$ cat src/rtl/neo_frame_sequencer_if.sv
// Pixel-load, frame-request and GRB word stream signals between game logic, sequencer and driver.
// master = sequencer side; slave = the controls/driver side that feeds it and consumes words.
interface neo_frame_sequencer_if #(
  parameter int NUM_PIXELS = 4
);
  localparam int LOC_W = (NUM_PIXELS > 1) ? $clog2(NUM_PIXELS) : 1;

  logic [2:0]       color_to_load;
  logic [LOC_W-1:0] color_location;
  logic             load_color;
  logic             display;
  logic [23:0]      pix_data;
  logic             pix_valid;
  logic             pix_ready;
  logic             latch;
  logic             busy;
  logic             done;

  modport master (
    input  color_to_load, color_location, load_color, display, pix_ready,
    output pix_data, pix_valid, latch, busy, done
  );

  modport slave (
    output color_to_load, color_location, load_color, display, pix_ready,
    input  pix_data, pix_valid, latch, busy, done
  );
endinterface

$ cat src/rtl/neo_frame_sequencer.sv
// NeoPixel frame sequencer: per-pixel colour slots, snapshot, GRB word stream, latch gap. Optional NEO_AUTO_REFRESH_EN.
// First word 1 cycle after start; words held while pix_valid && !pix_ready; done NUM_PIXELS+LATCH_CYCLES+1 after display.
module neo_frame_sequencer #(
  parameter int NUM_PIXELS   = 4,
  parameter int LATCH_CYCLES = 2500
) (
  input  logic                    clock,
  input  logic                    reset_L,
  neo_frame_sequencer_if.master   bus
);
  localparam int IDX_W = (NUM_PIXELS > 1) ? $clog2(NUM_PIXELS) : 1;
  localparam int CNT_W = (LATCH_CYCLES > 1) ? $clog2(LATCH_CYCLES + 1) : 1;

  typedef enum logic [1:0] {IDLE, SEND, LATCH, DONE} state_t;

  state_t           state, state_nxt;
  logic [2:0]       slots     [NUM_PIXELS];
  logic [2:0]       slots_nxt [NUM_PIXELS];
  logic [2:0]       snap      [NUM_PIXELS];
  logic [2:0]       snap_nxt  [NUM_PIXELS];
  logic [IDX_W-1:0] idx, idx_nxt;
  logic [CNT_W-1:0] cnt, cnt_nxt;
  logic             pending, pending_nxt;
  logic             wr_en, wr_dirty, consume, accept;

  function automatic logic [23:0] decode(input logic [2:0] code);
    case (code)
      3'd1:    decode = 24'h002000;
      3'd2:    decode = 24'h200000;
      3'd3:    decode = 24'h000020;
      3'd4:    decode = 24'h202000;
      3'd5:    decode = 24'h002020;
      3'd6:    decode = 24'h200020;
      3'd7:    decode = 24'h202020;
      default: decode = 24'h000000;
    endcase
  endfunction

  always_comb begin
    wr_en     = bus.load_color && (int'(bus.color_location) < NUM_PIXELS);
    slots_nxt = slots;
    if (wr_en) slots_nxt[bus.color_location] = bus.color_to_load;
`ifdef NEO_AUTO_REFRESH_EN
    wr_dirty  = wr_en;
`else
    wr_dirty  = 1'b0;
`endif
  end

  // Snapshot reads slots_nxt so a write landing on the start edge is included.
  always_comb begin
    state_nxt = state;
    snap_nxt  = snap;
    idx_nxt   = idx;
    cnt_nxt   = cnt;
    consume   = 1'b0;
    accept    = (state == SEND) && bus.pix_ready;
    case (state)
      IDLE: begin
        if (bus.display || pending) begin
          state_nxt = SEND;
          snap_nxt  = slots_nxt;
          idx_nxt   = '0;
          consume   = 1'b1;
        end
      end
      SEND: begin
        if (accept) begin
          if (idx == IDX_W'(NUM_PIXELS - 1)) begin
            state_nxt = LATCH;
            cnt_nxt   = '0;
          end else begin
            idx_nxt = idx + 1'b1;
          end
        end
      end
      LATCH: begin
        if (cnt == CNT_W'(LATCH_CYCLES - 1)) state_nxt = DONE;
        else                                 cnt_nxt   = cnt + 1'b1;
      end
      DONE: begin
        if (pending) begin
          state_nxt = SEND;
          snap_nxt  = slots_nxt;
          idx_nxt   = '0;
          consume   = 1'b1;
        end else begin
          state_nxt = IDLE;
        end
      end
      default: state_nxt = IDLE;
    endcase
    pending_nxt = (pending && !consume) || (bus.display && (state != IDLE)) || wr_dirty;
  end

  always_ff @(posedge clock or negedge reset_L) begin
    if (!reset_L) begin
      state   <= IDLE;
      idx     <= '0;
      cnt     <= '0;
      pending <= 1'b0;
      for (int i = 0; i < NUM_PIXELS; i++) begin
        slots[i] <= '0;
        snap[i]  <= '0;
      end
    end else begin
      state   <= state_nxt;
      idx     <= idx_nxt;
      cnt     <= cnt_nxt;
      pending <= pending_nxt;
      slots   <= slots_nxt;
      snap    <= snap_nxt;
    end
  end

  assign bus.pix_valid = (state == SEND);
  assign bus.pix_data  = (state == SEND) ? decode(snap[idx]) : 24'h000000;
  assign bus.latch     = (state == LATCH);
  assign bus.busy      = (state != IDLE);
  assign bus.done      = (state == DONE);
endmodule

$ cat src/flat_wrapper.sv
// flat-port wrapper written by rule: the top's interface ports become plain ports
module neo_frame_sequencer_flat 
#(
  parameter int NUM_PIXELS   = 4,
  parameter int LATCH_CYCLES = 2500
)
  (clock, reset_L, bus_color_to_load, bus_color_location, bus_load_color, bus_display, bus_pix_ready, bus_pix_data, bus_pix_valid, bus_latch, bus_busy, bus_done);
  neo_frame_sequencer_if #(.NUM_PIXELS(NUM_PIXELS)) bus_i ();
  input  logic clock;
  input  logic reset_L;
  input wire logic [$bits(bus_i.color_to_load)-1:0] bus_color_to_load;
  input wire logic [$bits(bus_i.color_location)-1:0] bus_color_location;
  input wire logic [$bits(bus_i.load_color)-1:0] bus_load_color;
  input wire logic [$bits(bus_i.display)-1:0] bus_display;
  input wire logic [$bits(bus_i.pix_ready)-1:0] bus_pix_ready;
  output wire logic [$bits(bus_i.pix_data)-1:0] bus_pix_data;
  output wire logic [$bits(bus_i.pix_valid)-1:0] bus_pix_valid;
  output wire logic [$bits(bus_i.latch)-1:0] bus_latch;
  output wire logic [$bits(bus_i.busy)-1:0] bus_busy;
  output wire logic [$bits(bus_i.done)-1:0] bus_done;
  assign bus_i.color_to_load = bus_color_to_load;
  assign bus_i.color_location = bus_color_location;
  assign bus_i.load_color = bus_load_color;
  assign bus_i.display = bus_display;
  assign bus_i.pix_ready = bus_pix_ready;
  assign bus_pix_data = bus_i.pix_data;
  assign bus_pix_valid = bus_i.pix_valid;
  assign bus_latch = bus_i.latch;
  assign bus_busy = bus_i.busy;
  assign bus_done = bus_i.done;
  neo_frame_sequencer #(.NUM_PIXELS(NUM_PIXELS), .LATCH_CYCLES(LATCH_CYCLES)) u_core (.clock(clock), .reset_L(reset_L), .bus(bus_i));
endmodule
$ cat config.mk
export PLATFORM = sky130hd
export DESIGN_NAME = neo_frame_sequencer_flat
export DESIGN_NICKNAME = d
export VERILOG_FILES = /design/src/rtl/neo_frame_sequencer_if.sv /design/src/rtl/neo_frame_sequencer.sv /design/src/flat_wrapper.sv
export SDC_FILE = /design/constraint.sdc
export NUM_CORES = 1
export LEC_CHECK = 0
export CAP_MARGIN = 20
export CORE_MARGIN = 8
export CORE_UTILIZATION = 40
export CTS_CLUSTER_SIZE = 14
export DETAILED_ROUTE_END_ITERATION = 10
export PLACE_DENSITY_LB_ADDON = 0.05
export SLEW_MARGIN = 20
export SYNTH_ARGS = -nofsm -noshare
export SYNTH_HDL_FRONTEND = slang
export SYNTH_SLANG_ARGS = --single-unit
$ cat constraint.sdc
create_clock -name clock -period 3.5 [get_ports clock]
set_input_delay 0.7 -clock clock [delete_from_list [all_inputs] [get_ports clock]]
set_output_delay 0.7 -clock clock [all_outputs]
set_load 0.01 [all_outputs]
==> flow_summary_export.csv, run 1 <==
group,metric,value,unit
clock_tree,tritoncts.num_buffers,5,
critical_path,arrival,2230,ps
logic_synthesis,synth_top_family_by_area,"multiplexers",
clock_tree,clockBufferDepth,2,
clock_tree,cts-root-buf,"clkbuf_8",
logic_synthesis,synth_edf_count,0,
logic_synthesis,synth.ff_latch_count,41,
timing,finalSetupTns,0,ps
floorplanning,fp.coreArea,0.00551,mm²
timing,fin_crit,2930,ps
floorplanning,dieArea,0.00834,mm²
logic_synthesis,syn-cell-area,0.00227,mm²
floorplanning,ios,38,
drt,via_per_inst,5.32,
pwr,leakage,1.09,nW
critical_path,r2r_setup_slack,1240,ps
placed_design,port_buffers,16,
logic_synthesis,synth-warning-count,0,
worst_hold_path,hold-path-cell-count,1,
global_route,grt_pass1_wl,7.91,mm
critical_path,r2r_end,"u_core.cnt[11]",
clock_tree,cts_tree,"done",
global_route,grt_overflow,0,
critical_path,critPathLaunchType,"register",
worst_hold_path,hp-class,"reg2reg",
critical_path,path_max_fanout,11,
clock_tree,hold_buffers,0,
pwr,ir_drop,309,µV
final_layout,nFillCells,527,
timing,slew_violations,0,
timing,rsz0062_at_grt,"no",
logic_synthesis,yosys.area_share.simple,12.7,%
placed_design,gp_congestion,0.726,
logic_synthesis,syn_area_per_cell,11.4,µm²
final_layout,area_delta_synth_final,11.0,%
timing,finClkSkew,3.88,ps
timing,max_slew_margin,39.5,%
worst_hold_path,holdPathEnd,"u_core.slots[1]",
final_layout,multi_input_area,0.00111,mm²
final_layout,drive_gt1_share,20.6,%
status,outcome,"complete, no violations",
critical_path,endpoint_kind,"primary output",
final_layout,diodes,0,
drt,detail_route.wl_per_cell,16.0,µm
placed_design,hpwl,3.63,mm
floorplanning,die_w,91.3,µm
logic_synthesis,synth_top_area_share,45.2,%
logic_synthesis,synthCells,199,
logic_synthesis,synth_xor_area_share,1.54,%
logic_synthesis,synth.distinct_cells,49,
final_layout,final_util,45.7,%
drt,vias,1543,
logic_synthesis,ys_async_sr_fraction,100,%
drt,wl,4.65,mm
clock_tree,cts_resized,0,
floorplanning,die_h,91.3,µm
pwr,power.density,783,mW/mm²
job,cap_violations,0,
placed_design,place_inst,282,
drt,drt_iter0_drc,63,
final_layout,final_cells,290,
timing,fmaxAchievable,341,MHz
clock_tree,htree_num_levels,2,
drt,antenna_left,0,
timing,hold_viol_final,0,
logic_synthesis,synth_fa_ha_area_share,3.31,%
clock_tree,clk_pin_slew,80,ps
timing,tightest_slew,908,ps
critical_path,r2r-start,"u_core.state[0]",
clock_tree,postCtsSetupBuffers,0,
worst_hold_path,holdCritStartpoint,"u_core.slots[1]",
logic_synthesis,ys_top_cells_by_area,"dfrtp_1, mux2_2, buf_4",
global_route,grt_use_total,11.9,%
logic_synthesis,synth_compound_area_share,12.0,%
clock_tree,clkSinkCount,41,
global_route,grt_pass1_vias,1648,
critical_path,crit_type,"reg2out",
timing,min_period_over_period,83.8,%
final_layout,final-seq-area,0.00103,mm²
logic_synthesis,synthMuxAreaShare,15.9,%
clock_tree,clock_latency,300,ps
critical_path,worstPathRequired,2800,ps
timing,setup-violations-final,0,
final_layout,nNetsFinal,233,
logic_synthesis,yosys.area.top_type,"dfrtp_1",
global_route,grt_max_degree,42,
floorplanning,start_util,41.2,%
logic_synthesis,synth-main-ff-cell,"dfrtp_1",
critical_path,r2r_cells,6,
logic_synthesis,synth-seq-area-share,45.2,%
drt,drc_errors,0,
floorplanning,rows,27,
drt,drt-pass1-iter-count,4,
global_route,grt_antenna_before_repair,0,
## worst max-delay path by stage
stage,startpoint,endpoint,slack [ps],depth (start not counted)
floorplan,u_core.idx[0],bus_pix_data[21],1400,3
finish,u_core.state[1],bus_pix_data[13],570,5
CTS,u_core.state[1],bus_pix_data[13],540,5
global route,u_core.state[1],bus_pix_data[13],430,5
detailed placement,u_core.state[1],bus_pix_data[13],870,5
global placement,bus_load_color,u_core.snap[9],900,4
## state kept, by name, indices dropped and copies added, names as in the netlist
name            count
u_core.pending      1
u_core.snap        12
u_core.cnt         12
u_core.idx          2
u_core.state        2
u_core.slots       12
## kinds of logic after synthesis
| logic type | after synthesis |
|---|---|
| other cells | 1 |
| xor+xnor | 4 |
| simple gates | 49 |
| mux | 29 |
| compound gates | 37 |
| buf+inv | 32 |
| flops | 41 |
| fa+ha+maj | 6 |
## where the power goes
| group | leakage, nW | switching (mW) | internal (mW) |
|---|---|---|---|
| clock network | 0.0585 | 0.176 | 0.214 |
| logic | 0.519 | 0.394 | 0.450 |
| registers | 0.509 | 0.117 | 0.622 |
| total | 1.09 | 0.688 | 1.29 |
## area by class of cell
class | count | area share (%)
clock buffers | 5 | 2.73
flip-flops and latches | 41 | 40.7
clock inverters | 3 | 1.74
inverters | 7 | 1.04
well taps | 72 | 3.58
repair buffers | 16 | 6.16
multi-input cells | 146 | 44.0
## critical path, stage by stage (launching register included)
cell             delay [ps]
dfrtp_1                 420
inv_1                    90
ha_1                    390
inv_1                   190
o31ai_1                 270
clkdlybuf4s50_1         580
## Yosys cell counts (2+ instances only)
| library cell | number |
|---|---|
| o21ai_0 | 10 |
| nor2b_1 | 2 |
| buf_4 | 21 |
| xor2_1 | 4 |
| nand2b_1 | 3 |
| nand2_1 | 11 |
| o31ai_1 | 2 |
| mux4_2 | 3 |
| ha_1 | 6 |
| mux2_2 | 26 |
| dfrtp_1 | 41 |
| o2111ai_1 | 4 |
| nand3_1 | 3 |
| or4_1 | 2 |
| or2_2 | 2 |
| nand3b_1 | 3 |
| nor2_1 | 7 |
| and2_1 | 2 |
| buf_2 | 2 |
| inv_1 | 7 |
| or3_1 | 3 |
| a22o_1 | 3 |
| a21oi_1 | 6 |
## cells in the final DEF (no fill, tap or decap), drive strengths merged, types with 2 or more instances in the layout
cell and count:
nand3 3, nor3 2, nand2 11, mux4 3
o2111ai 4, ha 6, a21oi 6, nand2b 3
and2 2, o211ai 2, o31ai 2, or2 2
or4 2, conb 21, clkdlybuf4s50 15, nor2b 3
clkbuf 5, nand3b 3, or3 3, xor2 4
a22o 3, and3 2, o21ai 10, nor2 7
mux2 26, inv 8, dfrtp 41
## metal layers
metal | GRT usage (%) | share of wire (%) | vias to the layer above
met1 | 11.3 | 37 | 784
met5 | 0 | 0 | -
li1 | - | - | 717
met3 | 3.21 | 4.3 | 12
met4 | 6.00 | 3.3 | 0
met2 | 22.7 | 55 | 30
## per-stage QoR
stage	cell area, µm²	power, mW	hold slack (ps)	worst slack [ps]
floorplan	2340	1.37	404	1400
global placement	2410	1.57	477	901
global route	2520	2.12	520	425
CTS	2520	2.00	500	543
finish	2520	1.97	496	567
detailed placement	2410	1.61	480	872
(Power assumes the default switching activity.)
==> run 2, diff against run 1 <==
Clock period 3.5 ns to 2.45 ns, I/O delays scaled along.
==> run 2 against run 1 <==
  * Sequential power grew 42%
  * Clock-buffer cell count is the same
  * Hold slack lost 370 ps
  * Critical path depth shrank 1
  * Flip-flop and latch count is the same
  * Cell area grew 3.0%
  * Highest routed layer unchanged
==> flow_summary_export.csv, run 2 (same netlist as run 1, synthesis figures left out) <==
group,metric,value,unit
status,outcome,"complete, no violations",
placed_design,gp_congestion,0.785,
drt,drt-pass1-iter-count,6,
critical_path,path_max_fanout,4,
final_layout,nNetsFinal,240,
final_layout,final_cells,297,
global_route,grt_antenna_before_repair,0,
drt,via_per_inst,5.14,
timing,worst_slack,107,ps
final_layout,area_delta_synth_final,14.3,%
timing,fin_crit,2340,ps
critical_path,critPathLaunchType,"register",
critical_path,r2r-start,"u_core.state[1]",
worst_hold_path,hp-class,"in2async",
placed_design,port_buffers,16,
pwr,power.density,1130,mW/mm²
global_route,grt_use_total,11.5,%
clock_tree,clock_latency,290,ps
critical_path,crit_type,"reg2out",
critical_path,r2r_cells,7,
timing,finalSetupTns,0,ps
floorplanning,die_w,91.3,µm
drt,drt_iter0_drc,41,
final_layout,biggestRegsByFlops,"u_core.cnt x12, u_core.slots x12, u_core.snap x12",
job,cap_violations,0,
floorplanning,ios,38,
drt,vias,1527,
critical_path,r2r_end,"u_core.cnt[10]",
drt,detail_route.wl_per_cell,15.7,µm
clock_tree,cts-root-buf,"clkbuf_8",
final_layout,diodes,0,
floorplanning,rows,27,
pwr,ir_drop,480,µV
floorplanning,die_h,91.3,µm
timing,min_period_over_period,95.6,%
critical_path,worstPathRequired,1960,ps
clock_tree,htree_num_levels,2,
critical_path,worstPathCellList,"mux4_2 -> nor2b_1 -> o21ai_0 -> clkdlybuf4s15_1",
final_layout,mostFrequentLayoutCells,"dfrtp_1, mux2_2, conb_1",
critical_path,max_stage_delay,560,ps
drt,drc_errors,0,
floorplanning,start_util,41.2,%
critical_path,cp.buffers_inverters,1,
global_route,grt_overflow,0,
clock_tree,cts_tree,"done",
drt,wl,4.65,mm
clock_tree,tritoncts.num_buffers,5,
placed_design,hpwl,3.63,mm
timing,fmaxAchievable,427,MHz
clock_tree,postCtsSetupBuffers,0,
pwr,leakage,1.14,nW
clock_tree,clk_pin_slew,80,ps
critical_path,arrival,1850,ps
placed_design,place_inst,289,
drt,antenna_left,0,
timing,slew_violations,0,
final_layout,layout_commonest_cell,"dfrtp_1",
timing,rsz0062_at_grt,"no",
critical_path,endpoint_kind,"primary output",
timing,finClkSkew,11.0,ps
placed_design,post-place-ws,46.2,ps
timing,hold_viol_final,0,
global_route,grt_pass1_vias,1589,
final_layout,nFillCells,521,
global_route,grt_max_degree,23,
floorplanning,fp.coreArea,0.00551,mm²
critical_path,r2r_setup_slack,410,ps
clock_tree,clkSinkCount,41,
final_layout,drive_gt1_share,24.0,%
floorplanning,dieArea,0.00834,mm²
global_route,grt_pass1_wl,7.76,mm
clock_tree,clockBufferDepth,2,
timing,setup-violations-final,0,
critical_path,crit_slowest_cell,"mux4_2",
critical_path,critPathTopFamily,"multiplexers",
[run 2: power breakdown]
group,internal [mW],switching (mW)
sequential,0.889,0.158
combinational,0.662,0.577
clock,0.405,0.236
[run 2: layout make-up]
type | instances | area, µm² | area share (%)
inverter | 7 | 26.3 | 1.01
tap | 72 | 90.1 | 3.47
clock inverter | 3 | 65.1 | 2.51
multi-input combinational | 146 | 1110 | 42.8
sequential | 41 | 1030 | 39.6
timing repair buffer | 23 | 205 | 7.91
clock buffer | 5 | 68.8 | 2.65
[run 2: per-layer routing]
layer	track usage, %	share of wire (%)	wire length [µm]	up-vias
li1	-	-	-	727
met1	12.4	40	1870	769
met2	21.0	55	2560	26
met3	3.29	3.8	175	5
met4	4.09	0.84	39	0
met5	0	0	0	-
[run 2: worst reg2reg max path: stages, from the launching register on]
cell	delay, ps
dfrtp_1	420
inv_1	90
ha_1	250
buf_4	190
and3_4	230
o211ai_4	100
or4_1	520
a21oi_1	170
[run 2: worst max-delay path by stage]
stage / from / endpoint / slack, ps / cells past startpoint
after floorplan: u_core.idx[0] / bus_pix_data[21] / 560 / 3
after global placement: u_core.idx[0] / bus_pix_data[21] / 80 / 4
after detailed placement: u_core.idx[0] / bus_pix_data[21] / 50 / 4
after CTS: u_core.idx[0] / bus_pix_data[21] / 60 / 4
after global routing: u_core.idx[0] / bus_pix_data[21] / 5 / 4
final: u_core.idx[0] / bus_pix_data[21] / 110 / 4
[run 2: per-stage QoR]
stage               cell area (µm²)  util [%]  hold WS [ps]  total power, mW
floorplan                      2340         -           194             1.96
global placement               2460      44.6           465             2.28
detailed placement             2460      44.6           480             2.33
CTS                            2590      47.0           157             2.96
global route                   2590      47.1           166             3.14
finish                         2590      47.1           127             2.93
[run 2: timing repair]
action                                  CTS  global route
hold buffers                              0             0
endpoints found under the setup margin    3             1
cloned                                    0             0
resized for setup                         4             2
